`config.mk`:
```
export PLATFORM = sky130hd
export DESIGN_NAME = mac_arbiter
export DESIGN_NICKNAME = d
export VERILOG_FILES = /design/src/rtl/mac_pkg.sv /design/src/rtl/mac_pipe.sv /design/src/rtl/mac_arbiter.sv
export SDC_FILE = /design/constraint.sdc
export NUM_CORES = 1
export LEC_CHECK = 0
export ABC_CLOCK_PERIOD_IN_PS = 9300
export CAP_MARGIN = 20
export CORE_UTILIZATION = 49
export DETAILED_ROUTE_END_ITERATION = 6
export PLACE_DENSITY = 0.79
export SLEW_MARGIN = 20
export SYNTH_ARGS = -nofsm -noshare
export SYNTH_HDL_FRONTEND = slang
export SYNTH_HIERARCHICAL = 1
export SYNTH_SLANG_ARGS = --single-unit
```
`constraint.sdc`:
```
create_clock -name clk -period 9.3 [get_ports clk]
set_clock_uncertainty 0.15 [all_clocks]
set_input_delay 1.395 -clock clk [delete_from_list [all_inputs] [get_ports clk]]
set_output_delay 1.395 -clock clk [all_outputs]
set_load 0.01 [all_outputs]
```
`src/rtl/mac_pkg.sv`:
```
// mac_pkg: shared defaults and types for the multiply-add arbiter slice.
//   MAC_N_REQ / MAC_DATA_WIDTH / MAC_OUT_WIDTH / MAC_ID_WIDTH : default sizes.
//   id_t          : requester tag at the default requester count.
//   pipe_stage_t  : view of one pipeline stage {valid, id, prod, c}.
package mac_pkg;

    localparam int MAC_N_REQ      = 4;
    localparam int MAC_DATA_WIDTH = 8;
    // a*b+c never exceeds 2^(2W)-2^W, so twice the operand width always holds it.
    localparam int MAC_OUT_WIDTH  = 2 * MAC_DATA_WIDTH;
    localparam int MAC_ID_WIDTH   = $clog2(MAC_N_REQ);

    typedef logic [MAC_ID_WIDTH-1:0] id_t;

    typedef struct packed {
        logic                     valid;
        id_t                      id;
        logic [MAC_OUT_WIDTH-1:0] prod;
        logic [MAC_OUT_WIDTH-1:0] c;
    } pipe_stage_t;

endpackage

```
`src/rtl/mac_pipe.sv`:
```
// mac_pipe: shared two-stage unsigned a*b+c unit.
//   clk, reset         : clock, synchronous active-high reset (valid bits only)
//   in_valid, in_id    : operation strobe and owner tag, carried alongside data
//   in_a, in_b, in_c   : unsigned operands
//   out_valid, out_id  : result strobe and owner tag, two cycles after input
//   out_data           : a*b+c (zero while out_valid is low)
//   busy               : any stage holds a valid operation
module mac_pipe
    import mac_pkg::*;
#(
    parameter int DATA_WIDTH = MAC_DATA_WIDTH,
    parameter int ID_WIDTH   = MAC_ID_WIDTH
) (
    input  logic                    clk,
    input  logic                    reset,
    input  logic                    in_valid,
    input  logic [ID_WIDTH-1:0]     in_id,
    input  logic [DATA_WIDTH-1:0]   in_a,
    input  logic [DATA_WIDTH-1:0]   in_b,
    input  logic [DATA_WIDTH-1:0]   in_c,
    output logic                    out_valid,
    output logic [ID_WIDTH-1:0]     out_id,
    output logic [2*DATA_WIDTH-1:0] out_data,
    output logic                    busy
);

    localparam int OUT_WIDTH = 2 * DATA_WIDTH;

    logic                    vld_p1;
    logic [ID_WIDTH-1:0]     id_p1;
    logic [OUT_WIDTH-1:0]    prod_p1;
    logic [OUT_WIDTH-1:0]    c_p1;

    logic                    vld_p2;
    logic [ID_WIDTH-1:0]     id_p2;
    logic [OUT_WIDTH-1:0]    sum_p2;

    // Control: only the valid bits are reset, which discards in-flight work.
    always_ff @(posedge clk) begin
        if (reset) begin
            vld_p1 <= 1'b0;
            vld_p2 <= 1'b0;
        end else begin
            vld_p1 <= in_valid;
            vld_p2 <= vld_p1;
        end
    end

    // Stage 1: product and zero-extended addend
    always_ff @(posedge clk) begin
        id_p1   <= in_id;
        prod_p1 <= OUT_WIDTH'(in_a) * OUT_WIDTH'(in_b);
        c_p1    <= OUT_WIDTH'(in_c);
    end

    // Stage 2: final sum
    always_ff @(posedge clk) begin
        id_p2  <= id_p1;
        sum_p2 <= prod_p1 + c_p1;
    end

    // Data registers are not reset, so the outputs are qualified by valid
    // to present zeros after reset and between responses.
    assign out_valid = vld_p2;
    assign out_id    = vld_p2 ? id_p2  : '0;
    assign out_data  = vld_p2 ? sum_p2 : '0;
    assign busy      = vld_p1 | vld_p2;

endmodule

```
`src/rtl/mac_arbiter.sv`:
```
// mac_arbiter: round-robin sharing of one pipelined a*b+c unit among N_REQ
// requesters; results return on one tagged response bus in issue order.
//   clk, reset              : clock, synchronous active-high reset
//   en                      : arbitration enable (in-flight work still drains)
//   req_valid               : per-requester request
//   req_a, req_b, req_c     : flattened operands, requester i at [i*DATA_WIDTH +: DATA_WIDTH]
//   req_ready               : one-hot grant, combinational
//   resp_valid/id/data      : one-cycle result pulse, owner tag, a*b+c
//   busy                    : pipeline holds a valid operation
//   issue_count             : accepted operations, wraps modulo 2^16
module mac_arbiter
    import mac_pkg::*;
#(
    parameter int N_REQ      = MAC_N_REQ,
    parameter int DATA_WIDTH = MAC_DATA_WIDTH,
    parameter int ID_WIDTH   = $clog2(N_REQ)
) (
    input  logic                        clk,
    input  logic                        reset,
    input  logic                        en,
    input  logic [N_REQ-1:0]            req_valid,
    input  logic [N_REQ*DATA_WIDTH-1:0] req_a,
    input  logic [N_REQ*DATA_WIDTH-1:0] req_b,
    input  logic [N_REQ*DATA_WIDTH-1:0] req_c,
    output logic [N_REQ-1:0]            req_ready,
    output logic                        resp_valid,
    output logic [ID_WIDTH-1:0]         resp_id,
    output logic [2*DATA_WIDTH-1:0]     resp_data,
    output logic                        busy,
    output logic [15:0]                 issue_count
);

    logic [ID_WIDTH-1:0]   last_ptr;
    logic [N_REQ-1:0]      grant;
    logic [ID_WIDTH-1:0]   gnt_idx;
    logic                  found;
    logic                  accept;
    int                    idx;
    logic [DATA_WIDTH-1:0] mux_a;
    logic [DATA_WIDTH-1:0] mux_b;
    logic [DATA_WIDTH-1:0] mux_c;

    // Search starts one past the last winner and wraps, so the most recent
    // winner is always considered last.
    always_comb begin
        grant   = '0;
        gnt_idx = '0;
        found   = 1'b0;
        idx     = 0;
        if (en && !reset) begin
            for (int k = 1; k <= N_REQ; k++) begin
                idx = (int'(last_ptr) + k) % N_REQ;
                if (!found && req_valid[idx]) begin
                    found        = 1'b1;
                    grant[idx]   = 1'b1;
                    gnt_idx      = ID_WIDTH'(idx);
                end
            end
        end
    end

    assign req_ready = grant;
    assign accept    = found;

    // With no grant the mux still selects requester 0; in_valid masks it.
    assign mux_a = req_a[int'(gnt_idx)*DATA_WIDTH +: DATA_WIDTH];
    assign mux_b = req_b[int'(gnt_idx)*DATA_WIDTH +: DATA_WIDTH];
    assign mux_c = req_c[int'(gnt_idx)*DATA_WIDTH +: DATA_WIDTH];

    // Pointer starts at the top index so requester 0 wins first after reset.
    always_ff @(posedge clk) begin
        if (reset) begin
            last_ptr    <= ID_WIDTH'(N_REQ - 1);
            issue_count <= 16'd0;
        end else if (accept) begin
            last_ptr    <= gnt_idx;
            issue_count <= issue_count + 16'd1;
        end
    end

    mac_pipe #(
        .DATA_WIDTH (DATA_WIDTH),
        .ID_WIDTH   (ID_WIDTH)
    ) u_pipe (
        .clk       (clk),
        .reset     (reset),
        .in_valid  (accept),
        .in_id     (gnt_idx),
        .in_a      (mux_a),
        .in_b      (mux_b),
        .in_c      (mux_c),
        .out_valid (resp_valid),
        .out_id    (resp_id),
        .out_data  (resp_data),
        .busy      (busy)
    );

endmodule

```
## After elaboration in Yosys (flattened, before gate mapping)

Cells that the tools add are included.
W data, S select, Z words.

| word-level totals | value |
|---|---|
| bits of input ports | 103 |
| output and inout bits | 40 |
| flip-flop bits (word level) | 64 |
| logic and storage cells | 94 |

| cells by class | value |
|---|---|
| add/subtract/negate cells | 6 |
| $lt $le $gt $ge | 8 |
| multiplexer cells | 43 |
| multipliers | 1 |
| bitwise operators | 8 |
| shift-type cells | 3 |
| reduce and logical (&&, ||, !) cells | 16 |

Operators with widths:

| cell | number |
|---|---|
| $shiftx A32 B6 Y8 | 3 |
| $mux W4 | 8 |
| $mux W1 | 20 |
| $add A16 B1 Y16 const B | 1 |
| $add A16 B8 Y16 | 1 |
| $lt A3 B4 Y1 const B | 4 |
| $mul A8 B8 Y16 | 1 |
| $mux W16 | 1 |
| $ge A3 B1 Y1 const B | 4 |
| $mux W2 | 6 |
| $or A4 B4 Y4 | 3 |
| $bmux W1 S2 | 4 |
| $demux W1 S2 | 4 |
| $logic_and A1 B1 Y1 | 8 |
| $reduce_or A2 Y1 | 4 |
| $add A2 B1 Y2 const B | 2 |
| $add A2 B2 Y2 const B | 2 |
| $and A1 B1 Y1 const A | 4 |
| $logic_not A1 Y1 | 4 |
| $or A1 B1 Y1 | 1 |

## Longest topological paths before layout

Gate-level depths: netlist (run 1).

| depth | value |
|---|---|
| depth in word-level cells | 22 |
| mapped depth | 26 |
| depth with buffers taken out | 22 |

## Modules after synthesis

Netlist (run 1), hierarchy kept.

Modules (own cells, without submodules):

| module | times used | sequential area each (um^2) | cells an instance | area each (um^2) |
|---|---|---|---|---|
| mac_pipe | 1 | 920.9 | 391 | 3,704.8 |
| mac_arbiter | 1 | 360.3 | 300 | 2,220.9 |

## Worst setup path after synthesis (run 1)

No wires, ideal clock.

| timing path | value |
|---|---|
| path type | input port to flip-flop |
| start point | in req_valid[2] |
| end point | reg u_pipe.prod_p1[12] |
| data required time | 9.055 ns |
| arrival | 7.322 ns |
| path buffers | 3 |
| path slack | 1.733 ns |
| stages on the path | 22 |
| setup time | 0.095 ns |
| cells stage by stage | buf_4 -> or3b_1 -> a2111oi_4 -> a211oi_2 -> or3_1 -> buf_2 -> buf_6 -> a32oi_1 -> nand2_1 -> fa_1 -> fa_1 -> inv_1 -> fa_1 -> inv_1 -> fa_1 -> inv_1 -> ha_1 -> and3_1 -> a31o_1 -> o311ai_4 -> or4b_1 -> o311ai_1 |

| between the ends | value |
|---|---|
| cells in the longest elaborated chain, start to end | 19 |
| elaborated cells between the ends (all ways) | 32 |
| classes of those cells | mul: 1; shift: 2; mux: 23; reduce/logical: 6 |

RTL lines:

| what | line | source |
|---|---|---|
| start: declaration | mac_arbiter.sv:21 | `input logic [N_REQ-1:0] req_valid,` |
| $bmux W1 S2 | mac_arbiter.sv:53 | `if (!found && req_valid[idx]) begin` |
| $mux W1 (implied by the code) (2 in a row) | mac_arbiter.sv:53 |  |
| $mux W1 | mac_arbiter.sv:53 |  |
| $mux W1 | mac_arbiter.sv:50 | `if (en && !reset) begin` |
| $logic_not A1 Y1 | mac_arbiter.sv:53 |  |
| $logic_and A1 B1 Y1 | mac_arbiter.sv:53 |  |
| $mux W1 | mac_arbiter.sv:53 |  |
| $mux W1 | mac_arbiter.sv:50 |  |
| [3 not listed] | n/a |  |
| $mux W1 | mac_arbiter.sv:50 |  |
| $logic_not A1 Y1 | mac_arbiter.sv:53 |  |
| $logic_and A1 B1 Y1 | mac_arbiter.sv:53 |  |
| $mux W2 * | mac_arbiter.sv:53 |  |
| $mux W2 * | mac_arbiter.sv:50 |  |
| $shiftx A32 B6 Y8 * | mac_arbiter.sv:67 | `assign mux_b = req_b[int'(gnt_idx)*DATA_WIDTH +: DATA_WIDTH];` |
| via mux_b[7] | mac_arbiter.sv:40 | `logic [DATA_WIDTH-1:0] mux_b;` |
| $mul A8 B8 Y16 * | mac_pipe.sv:52 | `prod_p1 <= OUT_WIDTH'(in_a) * OUT_WIDTH'(in_b);` |
| end signal: assignment | mac_pipe.sv:52 |  |
| end: declaration | mac_pipe.sv:31 | `logic [OUT_WIDTH-1:0] prod_p1;` |

The timed path passes the listed nets; every way through them passes the cells marked *. The select of a mux whose other input is x is not followed.
A chain may end at the register's enable or synchronous reset.

## Worst setup path after layout (run 1)

| timing path | value |
|---|---|
| start point | in req_valid[3] |
| end point | reg u_pipe.prod_p1[12] |

| between the ends | value |
|---|---|
| cells in the longest elaborated chain, start to end | 19 |
| elaborated cells between the ends (all ways) | 32 |
| classes of those cells | mul: 1; shift: 2; mux: 23; reduce/logical: 6 |

RTL lines:

| what | line | source |
|---|---|---|
| $bmux W1 S2 | mac_arbiter.sv:53 |  |
| $mux W1 (implied by the code) (2 in a row) | mac_arbiter.sv:53 |  |
| $mux W1 | mac_arbiter.sv:53 |  |
| $mux W1 | mac_arbiter.sv:50 |  |
| $logic_not A1 Y1 | mac_arbiter.sv:53 |  |
| $logic_and A1 B1 Y1 | mac_arbiter.sv:53 |  |
| $mux W1 | mac_arbiter.sv:53 |  |
| $mux W1 | mac_arbiter.sv:50 |  |
| [3 not listed] | n/a |  |
| $mux W1 | mac_arbiter.sv:50 |  |
| $logic_not A1 Y1 | mac_arbiter.sv:53 |  |
| $logic_and A1 B1 Y1 | mac_arbiter.sv:53 |  |
| $mux W2 * | mac_arbiter.sv:53 |  |
| $mux W2 * | mac_arbiter.sv:50 |  |
| $shiftx A32 B6 Y8 * | mac_arbiter.sv:66 | `assign mux_a = req_a[int'(gnt_idx)*DATA_WIDTH +: DATA_WIDTH];` |
| via mux_a[2] | mac_arbiter.sv:39 | `logic [DATA_WIDTH-1:0] mux_a;` |
| $mul A8 B8 Y16 * | mac_pipe.sv:52 |  |

Marked as above.

==> results.ini, run 1 <==
[critical_path]
cp-start-kind=input pin
crit_start=req_valid[3]
arrival_ns=8.47
criticalPathCategory=in2reg
path_max_fanout=48
critical_path.endpoint_type=flip-flop
rr_startpoint=last_ptr[0]
cp.required_ns=9.39

[global_route]
grt.overflow.total=0
grt_pass1_wl_mm=25.9
track_usage_pct=25.7
antenna_found_initial=0
grt_pass1_vias=5463
grt_max_degree=51

[cells_and_area]
final_nets=1009
syn_to_final_growth_pct=31.3
antenna_cells=0
drive_gt1_share_pct=5.12
post-route-util_pct=67.0
nFillCells=956

[pwr]
clockPowerShare_pct=15.5
p_int_mw=1.32
p_leak_nw=3.15
p_comb_share_pct=67.3
peakVddDrop_mv=0.219
switchingPower_mw=1.04
powerDensity_nw_per_um2=304
swShare_pct=44.1
p_seq_share_pct=17.2

[routing]
first_iter_violations=530
dr.pass1.iters=7
wl_per_cell_um=16.4
wl_mm=15.8
antenna_left=0
via_count=5646
via_per_inst=5.86
drc=12

[synth]
syn_nets=884
yosysUniqueCellTypes=61
yosysWarnings=6
syn_area_per_cell_um2=8.58
synth-seq-cells=64
synth-edff-count=0
synth_seq_area_share_pct=21.6
synth_ff_type=dfxtp_1
synthArstFlopShare_pct=0
netlist_instances=691
synth_area_um2=5930

[floorplanning]
rows=39
start_util_pct=51.0
ios=143
core_um2=11600
dieArea_um2=12500
die_height_um=112
fp.dieW_um=112

[sta]
worst_slew_pin_slew_ns=0.923
rsz0062_at_grt=no
final_hold_viol_count=0
fin_ws_ns=0.913
timing.final.crit_share_pct=90.2
period_minus_slack_ns=8.39
slew_viol_final=0
finalSetupViolations=0
fmax_mhz=119
holdWs_ns=0.175
setup-tns-final_ns=0
relSlewSlack_pct=38.2

[cts]
cts_hold_buf=0
tritoncts=built
cts_sinks=64
h-tree-depth=3
cts_buffer_depth=2
clk-insertion-delay-late_ns=0.34
numCtsBuffers=9
post-cts-setup-buffer-count=0
clockRootBuffer=clkbuf_16
cts_resized=0
path_clk_slew_ns=0.05

[worst_hold_path]
hold_start=u_pipe/id_p1[0]
hold_path.class=reg2reg

[place]
post-place-ws_ns=0.637
dp_hpwl_mm=12.3
gp_congestion=0.900
port_buffers=142

[outcome]
status=finished, violations left
violations=DRC

[job]
max_cap_viol_count=0

==> cell families (layout without fill, tap and decap cells) <==
family,Yosys count,count (layout),synth area share [%]
simple gates,211,211,19.5
compound gates,183,183,21.9
buf+inv,107,237,7.52
fa+ha+maj,90,90,23.7
flops,64,64,21.6
xor+xnor,31,31,4.58
mux,5,5,1.27
==> power groups by stage <==
stage / clock network [mW] / registers (mW) / logic, mW
floorplan: 0 / 0.401 / 1.24
global route: 0.385 / 0.416 / 1.81
CTS: 0.372 / 0.408 / 1.59
detailed placement: 0 / 0.413 / 1.58
global placement: 0 / 0.411 / 1.54
finish: 0.367 / 0.408 / 1.59
==> registers in the layout, summed over array words and instances, names as in the netlist <==
name              count
issue_count          16
u_pipe/prod_p1       16
u_pipe/sum_p2        16
u_pipe/c_p1           8
last_ptr              2
u_pipe/id_p1          2
u_pipe/id_p2          2
u_pipe/out_valid      1
u_pipe/vld_p1         1
==> path summary, 6_finish.rpt <==
kind | to | slack (ns) | cells past startpoint
worst max-delay path | u_pipe/prod_p1[12] | 0.91 | 19
worst min-delay path | u_pipe/id_p2[0] | 0.17 | 0
worst max register to register | u_pipe/prod_p1[12] | 1.45 | 20
worst min register to register | u_pipe/id_p2[0] | 0.17 | 0
==> final cells by class <==
cell class	count	area [um^2]	area share, %
Inverter	67	251	3.23
Tap cell	143	179	2.30
Multi-Input combinational cell	520	4230	54.3
Timing Repair Buffer	154	1510	19.4
Clock buffer	10	239	3.07
Sequential cell	64	1280	16.5
Clock inverter	6	92.6	1.19
==> routing by layer <==
layer	vias up	GRT usage, %	wire [um]
li1	2699	-	-
met4	0	11.5	492
met3	37	3.86	932
met1	2695	31.8	6630
met2	215	44.4	7740
met5	-	0	0
==> metrics by stage <==
stage	area (um^2)	total power [mW]	instances
after global placement	7450	1.96	948
after floorplan	5930	1.64	691
after global routing	7780	2.61	964
after CTS	7780	2.37	964
final	7780	2.37	964
after detailed placement	7450	1.99	948
==> cells in the mapped netlist (12+ instances only) <==
cell	n	area share, %
fa_1	37	12
xnor2_1	19	2.8
nor3_1	12	1.0
a21oi_1	26	2.2
ha_1	53	11
clkbuf_1	27	1.7
dfxtp_1	64	22
nand2_1	32	2.0
a32oi_1	24	3.5
nand3_1	28	2.4
o21ai_0	64	5.4
and2_1	69	7.3
a2111oi_0	25	3.7
nor2_1	27	1.7
inv_1	67	4.2
xor2_1	12	1.8
==> worst max-delay path, stage by stage <==
cell             delay, ns
clkdlybuf4s50_1       0.64
or3b_1                0.50
a2111oi_4             0.55
o41a_4                0.50
nand3_1               0.15
a32oi_1               0.65
and2_1                0.26
fa_1                  0.45
fa_1                  0.52
fa_1                  0.55
inv_1                 0.06
fa_1                  0.53
inv_1                 0.04
ha_1                  0.35
and3_1                0.20
a31o_1                0.26
o311ai_4              0.29
or4b_1                0.46
o311ai_1              0.10
==> placed cells by master, fill, tap and decap left out, types with 3 or more instances in the layout <==
cell type | synthesis | routed
nand3b_1 | 3 | 3
a21oi_1 | 26 | 26
nand4_1 | 6 | 6
or2_2 | 3 | 3
xor2_1 | 12 | 12
a32oi_1 | 24 | 24
nand3_1 | 28 | 28
nor3_1 | 12 | 12
inv_1 | 67 | 67
nand2_1 | 32 | 32
and3_1 | 3 | 3
dfxtp_1 | 64 | 64
nor2b_1 | 6 | 5
o31a_1 | 3 | 3
a21o_1 | 3 | 3
fa_1 | 37 | 37
o21bai_1 | 3 | 3
clkdlybuf4s50_1 | 0 | 142
nor2_1 | 27 | 27
o21ai_1 | 4 | 4
and2_1 | 69 | 69
xnor2_1 | 19 | 19
a2111oi_0 | 25 | 25
a211oi_1 | 4 | 4
mux2i_1 | 3 | 3
or3_1 | 6 | 6
clkbuf_16 | 0 | 9
a222oi_1 | 4 | 4
buf_4 | 4 | 12
o21ai_0 | 64 | 64
nand2b_1 | 5 | 4
ha_1 | 53 | 53
o21a_1 | 5 | 5
No activity file was read; power rests on OpenSTA's default activity.
==> run 2, diff against run 1 <==
--- a/config.mk
+++ b/config.mk
@@ -8,8 +8,11 @@
 export ABC_CLOCK_PERIOD_IN_PS = 9300
 export CAP_MARGIN = 20
 export CORE_UTILIZATION = 49
+export CTS_CLUSTER_DIAMETER = 150
 export DETAILED_ROUTE_END_ITERATION = 6
+export HOLD_SLACK_MARGIN = 0.08
 export PLACE_DENSITY = 0.79
+export SETUP_SLACK_MARGIN = 0.4
 export SLEW_MARGIN = 20
 export SYNTH_ARGS = -nofsm -noshare
 export SYNTH_HDL_FRONTEND = slang
==> results of run 2 <==
Same layout as run 1: the final DEF is identical, and so are final timing and power.
